$ cat config.mk
export PLATFORM = sky130hd
export DESIGN_NAME = of_hazard_scheduler
export DESIGN_NICKNAME = d
export VERILOG_FILES = /design/src/rtl/of_ctrl_pkg.sv /design/src/rtl/of_scoreboard_pipe.sv /design/src/rtl/of_hazard_scheduler.sv
export SDC_FILE = /design/constraint.sdc
export NUM_CORES = 1
export LEC_CHECK = 0
export CAP_MARGIN = 15
export CORE_UTILIZATION = 41
export CTS_CLUSTER_DIAMETER = 200
export DETAILED_ROUTE_END_ITERATION = 16
export GPL_TIMING_DRIVEN = 0
export MAX_ROUTING_LAYER = met4
export PLACE_DENSITY = 0.83
export SLEW_MARGIN = 20
export SYNTH_ARGS = -nofsm -noshare
export SYNTH_HDL_FRONTEND = slang
export SYNTH_SLANG_ARGS = --single-unit
$ cat constraint.sdc
create_clock -name clk -period 3.95 [get_ports clk]
set_input_delay 1.185 -clock clk [delete_from_list [all_inputs] [get_ports clk]]
set_output_delay 1.185 -clock clk [all_outputs]
set_load 0.005 [all_outputs]
$ cat src/rtl/of_ctrl_pkg.sv
// Shared definitions for the OF-stage hazard scheduler: control-bus bit
// positions, instruction field positions and the scheduler state encoding.
package of_ctrl_pkg;

    // Control-bus bit indices
    localparam int WB_BIT    = 6;
    localparam int CALL_BIT  = 8;
    localparam int STORE_BIT = 0;
    localparam int RET_BIT   = 4;
    localparam int IMM_BIT   = 5;

    // Bus widths
    localparam int IR_W  = 32;
    localparam int CB_W  = 22;
    localparam int REG_W = 4;

    // Return-address register, implicit destination of calls and source of returns
    localparam logic [REG_W-1:0] RA_IDX = 4'hF;

    // Instruction register field positions (low bit of each 4-bit field)
    localparam int RD_LO  = 22;
    localparam int RS1_LO = 18;
    localparam int RS2_LO = 14;

    typedef enum logic [1:0] {
        ST_RUN       = 2'd0,
        ST_INTERLOCK = 2'd1,
        ST_FLUSH     = 2'd2
    } of_state_e;

    // Extract a 4-bit register index starting at bit position lo
    function automatic logic [REG_W-1:0] ir_field(input logic [IR_W-1:0] ir, input int lo);
        return ir[lo +: REG_W];
    endfunction

endpackage

$ cat src/rtl/of_scoreboard_pipe.sv
// Three-entry destination scoreboard mirroring the EX, MA and RW latches.
// Reports, per OF source operand, which in-flight entries hold it as a dest.
module of_scoreboard_pipe
    import of_ctrl_pkg::*;
(
    input  logic             clk,
    input  logic             reset,
    input  logic             advance,
    input  logic             new_valid,
    input  logic [REG_W-1:0] new_dest,
    input  logic [REG_W-1:0] src1,
    input  logic [REG_W-1:0] src2,
    output logic [2:0]       sb_valid,
    output logic [2:0]       src1_hit,
    output logic [2:0]       src2_hit
);

    logic             ex_valid_r, ma_valid_r, rw_valid_r;
    logic [REG_W-1:0] ex_dest_r, ma_dest_r, rw_dest_r;

    // Shift the scoreboard one stage per unfrozen cycle; a frozen pipe holds
    always_ff @(posedge clk) begin
        if (reset) begin
            ex_valid_r <= 1'b0;
            ma_valid_r <= 1'b0;
            rw_valid_r <= 1'b0;
            ex_dest_r  <= 4'h0;
            ma_dest_r  <= 4'h0;
            rw_dest_r  <= 4'h0;
        end else if (advance) begin
            ex_valid_r <= new_valid;
            ex_dest_r  <= new_dest;
            ma_valid_r <= ex_valid_r;
            ma_dest_r  <= ex_dest_r;
            rw_valid_r <= ma_valid_r;
            rw_dest_r  <= ma_dest_r;
        end else begin
            ex_valid_r <= ex_valid_r;
            ma_valid_r <= ma_valid_r;
            rw_valid_r <= rw_valid_r;
            ex_dest_r  <= ex_dest_r;
            ma_dest_r  <= ma_dest_r;
            rw_dest_r  <= rw_dest_r;
        end
    end

    // Per-source match vectors ordered {RW, MA, EX}
    always_comb begin
        sb_valid = {rw_valid_r, ma_valid_r, ex_valid_r};
        src1_hit = {rw_valid_r & (rw_dest_r == src1),
                    ma_valid_r & (ma_dest_r == src1),
                    ex_valid_r & (ex_dest_r == src1)};
        src2_hit = {rw_valid_r & (rw_dest_r == src2),
                    ma_valid_r & (ma_dest_r == src2),
                    ex_valid_r & (ex_dest_r == src2)};
    end

endmodule

$ cat src/rtl/of_hazard_scheduler.sv
// OF-stage scheduler: decides advance / interlock / flush for the OF
// instruction, drives RW->OF forwarding selects and keeps statistics.
module of_hazard_scheduler
    import of_ctrl_pkg::*;
#(
    parameter int CNT_W = 16
) (
    input  logic             clk,
    input  logic             reset,
    input  logic             of_valid,
    input  logic [IR_W-1:0]  of_IR,
    input  logic [CB_W-1:0]  of_controlBus,
    input  logic             branch_taken,
    input  logic             mem_busy,
    output logic             stall_OF,
    output logic             bubble_EX,
    output logic             is_RW_OF_conflict_src1,
    output logic             is_RW_OF_conflict_src2,
    output logic [2:0]       sb_valid,
    output logic [1:0]       state,
    output logic [CNT_W-1:0] stall_count,
    output logic [CNT_W-1:0] flush_count
);

    of_state_e        state_r, state_next_s;
    logic [CNT_W-1:0] stall_cnt_r, flush_cnt_r;
    logic [REG_W-1:0] src1_s, src2_s, dest_s;
    logic             src2_used_s, writes_s, hazard_s;
    logic             advance_of_s, inc_stall_s, inc_flush_s;
    logic [2:0]       src1_hit_s, src2_hit_s;
    logic             unused_ir_s;

    // Counter increment that sticks at all-ones instead of wrapping
    function automatic logic [CNT_W-1:0] sat_inc(input logic [CNT_W-1:0] v, input logic en);
        if (en && (v != {CNT_W{1'b1}})) begin
            return v + {{(CNT_W-1){1'b0}}, 1'b1};
        end else begin
            return v;
        end
    endfunction

    assign unused_ir_s = ^{of_IR[31:26], of_IR[13:0]};

    // Operand decode: which registers the OF instruction reads and writes
    always_comb begin
        src1_s      = of_controlBus[RET_BIT]   ? RA_IDX : ir_field(of_IR, RS1_LO);
        src2_s      = of_controlBus[STORE_BIT] ? ir_field(of_IR, RD_LO) : ir_field(of_IR, RS2_LO);
        src2_used_s = ~of_controlBus[IMM_BIT] | of_controlBus[STORE_BIT];
        dest_s      = of_controlBus[CALL_BIT]  ? RA_IDX : ir_field(of_IR, RD_LO);
        writes_s    = of_valid & (of_controlBus[WB_BIT] | of_controlBus[CALL_BIT]);
    end

    of_scoreboard_pipe u_sb (
        .clk       (clk),
        .reset     (reset),
        .advance   (~mem_busy),
        .new_valid (advance_of_s & writes_s),
        .new_dest  (dest_s),
        .src1      (src1_s),
        .src2      (src2_s),
        .sb_valid  (sb_valid),
        .src1_hit  (src1_hit_s),
        .src2_hit  (src2_hit_s)
    );

    // Hazard on EX/MA producers; a lone RW match is covered by forwarding
    always_comb begin
        hazard_s = of_valid & ((|src1_hit_s[1:0]) | (src2_used_s & (|src2_hit_s[1:0])));
        is_RW_OF_conflict_src1 = of_valid & src1_hit_s[2];
        is_RW_OF_conflict_src2 = of_valid & src2_used_s & src2_hit_s[2];
    end

    // Next-state and latch controls: freeze > flush > interlock > advance
    always_comb begin
        state_next_s = state_r;
        stall_OF     = 1'b0;
        bubble_EX    = 1'b0;
        advance_of_s = 1'b0;
        inc_stall_s  = 1'b0;
        inc_flush_s  = 1'b0;
        if (mem_busy) begin
            stall_OF     = 1'b1;
        end else if (branch_taken || (state_r == ST_FLUSH)) begin
            bubble_EX    = 1'b1;
            inc_flush_s  = of_valid;
            state_next_s = branch_taken ? ST_FLUSH : ST_RUN;
        end else if (hazard_s) begin
            stall_OF     = 1'b1;
            bubble_EX    = 1'b1;
            inc_stall_s  = 1'b1;
            state_next_s = ST_INTERLOCK;
        end else begin
            advance_of_s = 1'b1;
            state_next_s = ST_RUN;
        end
    end

    // State register and statistics counters; a frozen pipe holds them
    always_ff @(posedge clk) begin
        if (reset) begin
            state_r     <= ST_RUN;
            stall_cnt_r <= {CNT_W{1'b0}};
            flush_cnt_r <= {CNT_W{1'b0}};
        end else if (!mem_busy) begin
            state_r     <= state_next_s;
            stall_cnt_r <= sat_inc(stall_cnt_r, inc_stall_s);
            flush_cnt_r <= sat_inc(flush_cnt_r, inc_flush_s);
        end else begin
            state_r     <= state_r;
            stall_cnt_r <= stall_cnt_r;
            flush_cnt_r <= flush_cnt_r;
        end
    end

    assign state       = state_r;
    assign stall_count = stall_cnt_r;
    assign flush_count = flush_cnt_r;

endmodule
-- Word-level counts from Yosys, hierarchy flattened
Index checks and enable logic that the tools add are counted.
- bits in registers: 49
- bits in latches: 0
- bits in writable memories: 0
- ROM bits: 0
- bits of input ports: 59
- output and inout port bits: 41
- logic and storage cells: 62
- memories kept: 0
- add/sub/neg operators: 2
- $mul: 0
- divide/modulo/power cells: 0
- order comparisons: 0
- eq/ne operators: 9
- shifts and indexed selects: 0
- multiplexer cells: 17
- bitwise operators: 18
- reduce and logical (&&, ||, !) cells: 7
- operators by type and width (cell ; count):
    16-bit by 1-bit adder with 16-bit output, second input constant ; 2
    16-bit != test, second input constant ; 2
    4-bit equality test ; 6
    1-bit bitwise AND ; 13
    1-bit two-way mux ; 12
    4-bit two-way mux ; 3
    2-bit two-way mux ; 2
    2-bit AND reduction ; 2
    2-bit OR reduction ; 2
    1-bit bitwise OR ; 3
    2-bit equality test, second input constant ; 1
    1-bit logical AND ; 2
    1-bit NOT ; 2
    1-bit logical OR ; 1

-- Logic depth before layout (Yosys ltp)
- depth after elaboration: 12
- gate-level depth with buffers: 9
- gate-level depth less buffers: 7

-- Cells and area by module
A second synthesis with hierarchy kept.
- cells, all modules: 308
- area, all modules: 2696.3 um2
- by module, submodules not included (module ; instances ; cells an instance ; area each (um2) ; seq. area each (um2)):
    of_hazard_scheduler ; 1 ; 221 ; 1836.8 ; 680.7
    of_scoreboard_pipe ; 1 ; 87 ; 859.6 ; 300.3

-- Worst setup path after synthesis
OpenSTA, ideal clock, no wires.
- kind: input port to output port
- from: in of_controlBus[0]
- to: out stall_OF
- arrival: 2.771 ns
- data required time: 2.765 ns
- slack: -0.006 ns
- stages: 7
- path buffers: 1
- cells stage by stage: buf_6 > mux2i_1 > mux2_2 > nor4_4 > o22ai_4 > a21o_1 > o21bai_1
- longest elaborated chain between the ends: 10
- elaborated cells between the ends (all ways): 13
- those cells by class: eq/ne (2); mux (4); bitwise (6); reduce/logical (1)
- RTL lines (element ; line ; RTL):
    from (decl) ; of_hazard_scheduler.sv:12 ; input logic [CB_W-1:0] of_controlBus,
    4-bit two-way mux ; of_hazard_scheduler.sv:47 ; src2_s = of_controlBus[STORE_BIT] ? ir_field(of_IR, RD_LO) : ir_field(of_IR, RS2_LO);
    4-bit equality test, on equally long branches ; of_scoreboard_pipe.sv:55, of_scoreboard_pipe.sv:54 ;
    1-bit bitwise AND, on equally long branches ; of_scoreboard_pipe.sv:55, of_scoreboard_pipe.sv:54 ;
    2-bit OR reduction ; of_hazard_scheduler.sv:68 ; hazard_s = of_valid & ((|src1_hit_s[1:0]) | (src2_used_s & (|src2_hit_s[1:0])));
    1-bit bitwise AND (*) ; of_hazard_scheduler.sv:68 ;
    1-bit bitwise OR (*) ; of_hazard_scheduler.sv:68 ;
    1-bit bitwise AND (*) ; of_hazard_scheduler.sv:68 ;
    1-bit two-way mux (*) ; of_hazard_scheduler.sv:87 ; end else if (hazard_s) begin
    1-bit two-way mux (*) ; of_hazard_scheduler.sv:83 ; end else if (branch_taken || (state_r == ST_FLUSH)) begin
    1-bit two-way mux (*) ; of_hazard_scheduler.sv:81 ; if (mem_busy) begin
    to (decl) ; of_hazard_scheduler.sv:15 ; output logic stall_OF,
Every way passes the cells marked *; elsewhere a longest branch is shown, timed or not.

-- Worst setup path after layout
- from: in of_controlBus[0]
- to: out bubble_EX
- longest elaborated chain between the ends: 10
- elaborated cells between the ends (all ways): 13
- those cells by class: eq/ne (2); mux (4); bitwise (6); reduce/logical (1)
- RTL lines (element ; line ; RTL):
    4-bit two-way mux ; of_hazard_scheduler.sv:47 ;
    4-bit equality test, on equally long branches ; of_scoreboard_pipe.sv:55, of_scoreboard_pipe.sv:54 ;
    1-bit bitwise AND, on equally long branches ; of_scoreboard_pipe.sv:55, of_scoreboard_pipe.sv:54 ;
    2-bit OR reduction ; of_hazard_scheduler.sv:68 ;
    1-bit bitwise AND (*) ; of_hazard_scheduler.sv:68 ;
    1-bit bitwise OR (*) ; of_hazard_scheduler.sv:68 ;
    1-bit bitwise AND (*) ; of_hazard_scheduler.sv:68 ;
    1-bit two-way mux (*) ; of_hazard_scheduler.sv:87 ;
    1-bit two-way mux (*) ; of_hazard_scheduler.sv:83 ;
    1-bit two-way mux (*) ; of_hazard_scheduler.sv:81 ;
    to (decl) ; of_hazard_scheduler.sv:16 ; output logic bubble_EX,
Marks and branches as above.

==> results by group <==
Placed design
  • IO buf count: 60
  • Final HPWL DP: 4.80 mm
  • DP Area: about 3400 µm²
  • Inst Count DP: 454
  • Gp weighted congestion: 0.939
  • Place WS: -1.15 ns

Timing
  • Final Setup Violations: 2
  • Fin. max-slew vios: 0
  • Setup tns final: -0.291 ns
  • Period Utilization, post-route: 104%
  • Worst slew pin tran: just under 0.7 ns
  • F_max: between 200 and 250 MHz
  • Hold Fails Final Rpt: 0
  • Slack of the critical path: -0.149 ns
  • Worst relative slew slack: between 50% and 60%
  • Min Tclk post-route: 4.10 ns
  • Skew final: 0.00497 ns
  • RSZ-0062 raised after global routing: true

Flow run
  • Max Cap Viol: 0

Hold path
  • WHS Path Cells: 2
  • Hold Path Sink: stall_count[15]
  • Hold Path Class: register to register
  • Hold wc startpoint: stall_count[14]

Synthesis
  • Cell with the most instances after synthesis: nor2_1
  • Cell Area, Synth: 2740 µm²
  • Main combinational cell family by area after synthesis: simple AND/OR/NAND/NOR gates
  • Area share of the largest cell type after synthesis: 35.8%
  • Multiplexer share of the synthesized area: 9.00%
  • Cell count after synthesis: about 320
  • #FFs+latches synth: between 40 and 50
  • Post-synth EDFFs: 0
  • Synthesized area per cell: 8.64 µm²
  • Leading area contributor after synthesis: dfxtp_1
  • Most used DFF post-synth: dfxtp_1
  • Synth area leaders: dfxtp_1, nor2_1, xnor2_1
  • Post-Synth Adder-Cell Area: 0.914%
  • Top cells by count, synth: nor2_1, dfxtp_1, xnor2_1, xor2_1, nand2_1
  • Cell variety after synth: 49
  • Syn Nets: 378
  • Xor and xnor area share after synthesis: 12.2%
  • Simple-Gate Fraction of Synth Area: 24.4%
  • Post-synthesis compound-gate area fraction: 13.7%
  • Yosys Warn Count: 0
  • Seq/Total Area, Yosys: 35.8%
  • Async SR Flop Fraction: 0%

Worst setup path
  • CP Class: input port to primary output
  • Cell Chain, Critical Path: buf_12 -> buf_6 -> mux2i_4 -> buf_6 -> xnor2_2 -> nor4_4 -> o22ai_4 -> a21o_1 -> buf_4 -> a21oi_2 -> clkbuf_2
  • Max incr delay on CP: 0.33 ns
  • CP required: ~2.8 ns
  • Launch point of the worst path: of_controlBus[0]
  • Worst setup SP type: input port
  • CP Capture Type: primary output
  • Most used cell, CP: buf_6
  • Reg2reg end: stall_count[10]
  • Crit path max fanout: 3
  • Data arrival, critical path: 2.91 ns
  • Worst r2r path cells: 7
  • CP max stage cell: nor4_4
  • R2r startpoint: stall_count[4]
  • Slack of the worst reg-to-reg path: 1.53 ns

GRT
  • Number of global-route vias before repair: around 2500
  • Pin count of the biggest net entering global routing: 15
  • GRT Residual Overflow: 0
  • Gr usage total: 20.6%
  • Initial antenna violation count: 0
  • First-pass GRT wire length: 11.4 mm

Clock network
  • Clk Latency, worst-skew pair: 0.30 ns
  • H-tree Lvls: 2
  • Hold_buf cts: 0
  • CTS tree: yes
  • Cts bufs inserted: 5
  • Clock-pin transition on the worst setup and hold timing paths: 0.08 ns
  • CTS root buffer: clkbuf_8
  • Clk buf depth: 2
  • Clk sink count: 49

Floorplan
  • I/O pins: 100
  • Core region area: between 6000 and 7000 µm²
  • Initial Util: 42.9%
  • Die Footprint: 7010 µm²
  • Die X: 83.7 µm
  • Die H: 83.7 µm
  • # rows: 29

Detailed routing
  • DRC violations left: 0
  • Routed wire length: 6.99 mm
  • Routed len/inst: 14.7 µm
  • DRT antenna net count: 0
  • Total number of vias: 2581
  • Vias per inst: ~5.4
  • Detailed Route Iter0 Violations: 155
  • Pre-Repair DR Iteration Count: 4

Pwr
  • Leakage: 1.40 nW
  • Peak supply drop: 0.000143 V
  • Total power: 1.03 mW
  • Pwr per Cell Area: 273 nW/µm²

Finish
  • Fin area: approximately 3800 µm²
  • Share of post-route cells with drive strength above 1: 16.0%
  • Area Overhead vs Synth: 37.2%
  • Non-Filler Instances: 476
  • Nets: around 460
  • Ant. Diodes: 0

Status
  • Outcome: complete, but fails checks
  • Failing checks: negative setup slack
## registers in the layout (all words and copies together) (netlist names)
signal           cells
state                2
u_sb.ex_dest_r       4
u_sb.rw_valid_r      1
stall_count         16
u_sb.rw_dest_r       4
u_sb.ma_valid_r      1
flush_count         16
u_sb.ma_dest_r       4
u_sb.ex_valid_r      1
## logic make-up after synthesis
logic type                 Yosys count
AOI/OAI and AO/OA                   46
xor gates and xnor gates            38
adders and majority gates            2
buffers and inverters               24
DFF                                 49
muxes                               22
and+or+nand+nor                    136
## per-stage QoR
| stage | hold slack, ns | utilization, % |
|---|---|---|
| finish | 0.542 | 58.8 |
| global route | 0.554 | 58.8 |
| CTS | 0.532 | 58.0 |
| detailed placement | 0.520 | 53.8 |
| global placement | 0.503 | 53.8 |
| floorplan | 0.492 | - |
## worst max-delay path by stage
stage,end,slack [ns],cells after the start
detailed placement,bubble_EX,-1.15,10
global placement,bubble_EX,-1.12,10
floorplan,stall_OF,0.03,7
global route,stall_OF,-0.21,11
CTS,stall_OF,-0.15,10
finish,bubble_EX,-0.15,11
## power by group
group	leakage (nW)	internal (mW)	total (mW)	switching (mW)
Sequential	0.397	0.501	0.514	0.0128
Combinational	0.944	0.0734	0.144	0.0710
Clock	0.0585	0.206	0.369	0.162
Total	1.40	0.781	1.03	0.246
## layout make-up
cell class | instances | area (µm²)
Clock buffer | 7 | 86.3
Buffer | 14 | 90.1
Clock inverter | 1 | 30.0
Inverter | 9 | 33.8
Timing Repair Buffer | 75 | 687
Sequential cell | 49 | 981
Multi-Input combinational cell | 244 | 1750
Tap cell | 77 | 96.3
Fill cell | 556 | 2630
## critical path, delay by kind of cell
family | cells | cell delay, ns
AO/OA/AOI/OAI | 3 | 0.46
XOR/XNOR | 1 | 0.14
buffers and inverters | 5 | 0.60
multiplexers | 1 | 0.19
AND/OR/NAND/NOR | 1 | 0.33
## cell usage in the layout, fill, tap and decap left out, types with 9 or more instances in the layout
master / n
buf_4: 13
nand3_1: 14
mux2i_1: 13
nor2_1: 60
dfxtp_1: 49
xnor2_1: 13
nand2_1: 18
inv_1: 9
a21oi_1: 15
xor2_1: 19
clkdlybuf4s50_1: 44
## what timing repair did
item                       CTS  global route
hold endpoints to repair     0             0
buffers inserted            11             4
gates resized for setup     47            15
pin swaps                   12             9
setup endpoints to repair    4             3
## routing by layer
metal	vias to the layer above	part of all wire (%)	global-route usage, %
li1	1264	-	-
met1	1236	44	24.8
met2	68	50	33.5
met3	13	4.7	4.85
met4	0	1.7	7.40
met5	-	0	-
(Power assumes the default switching activity.)
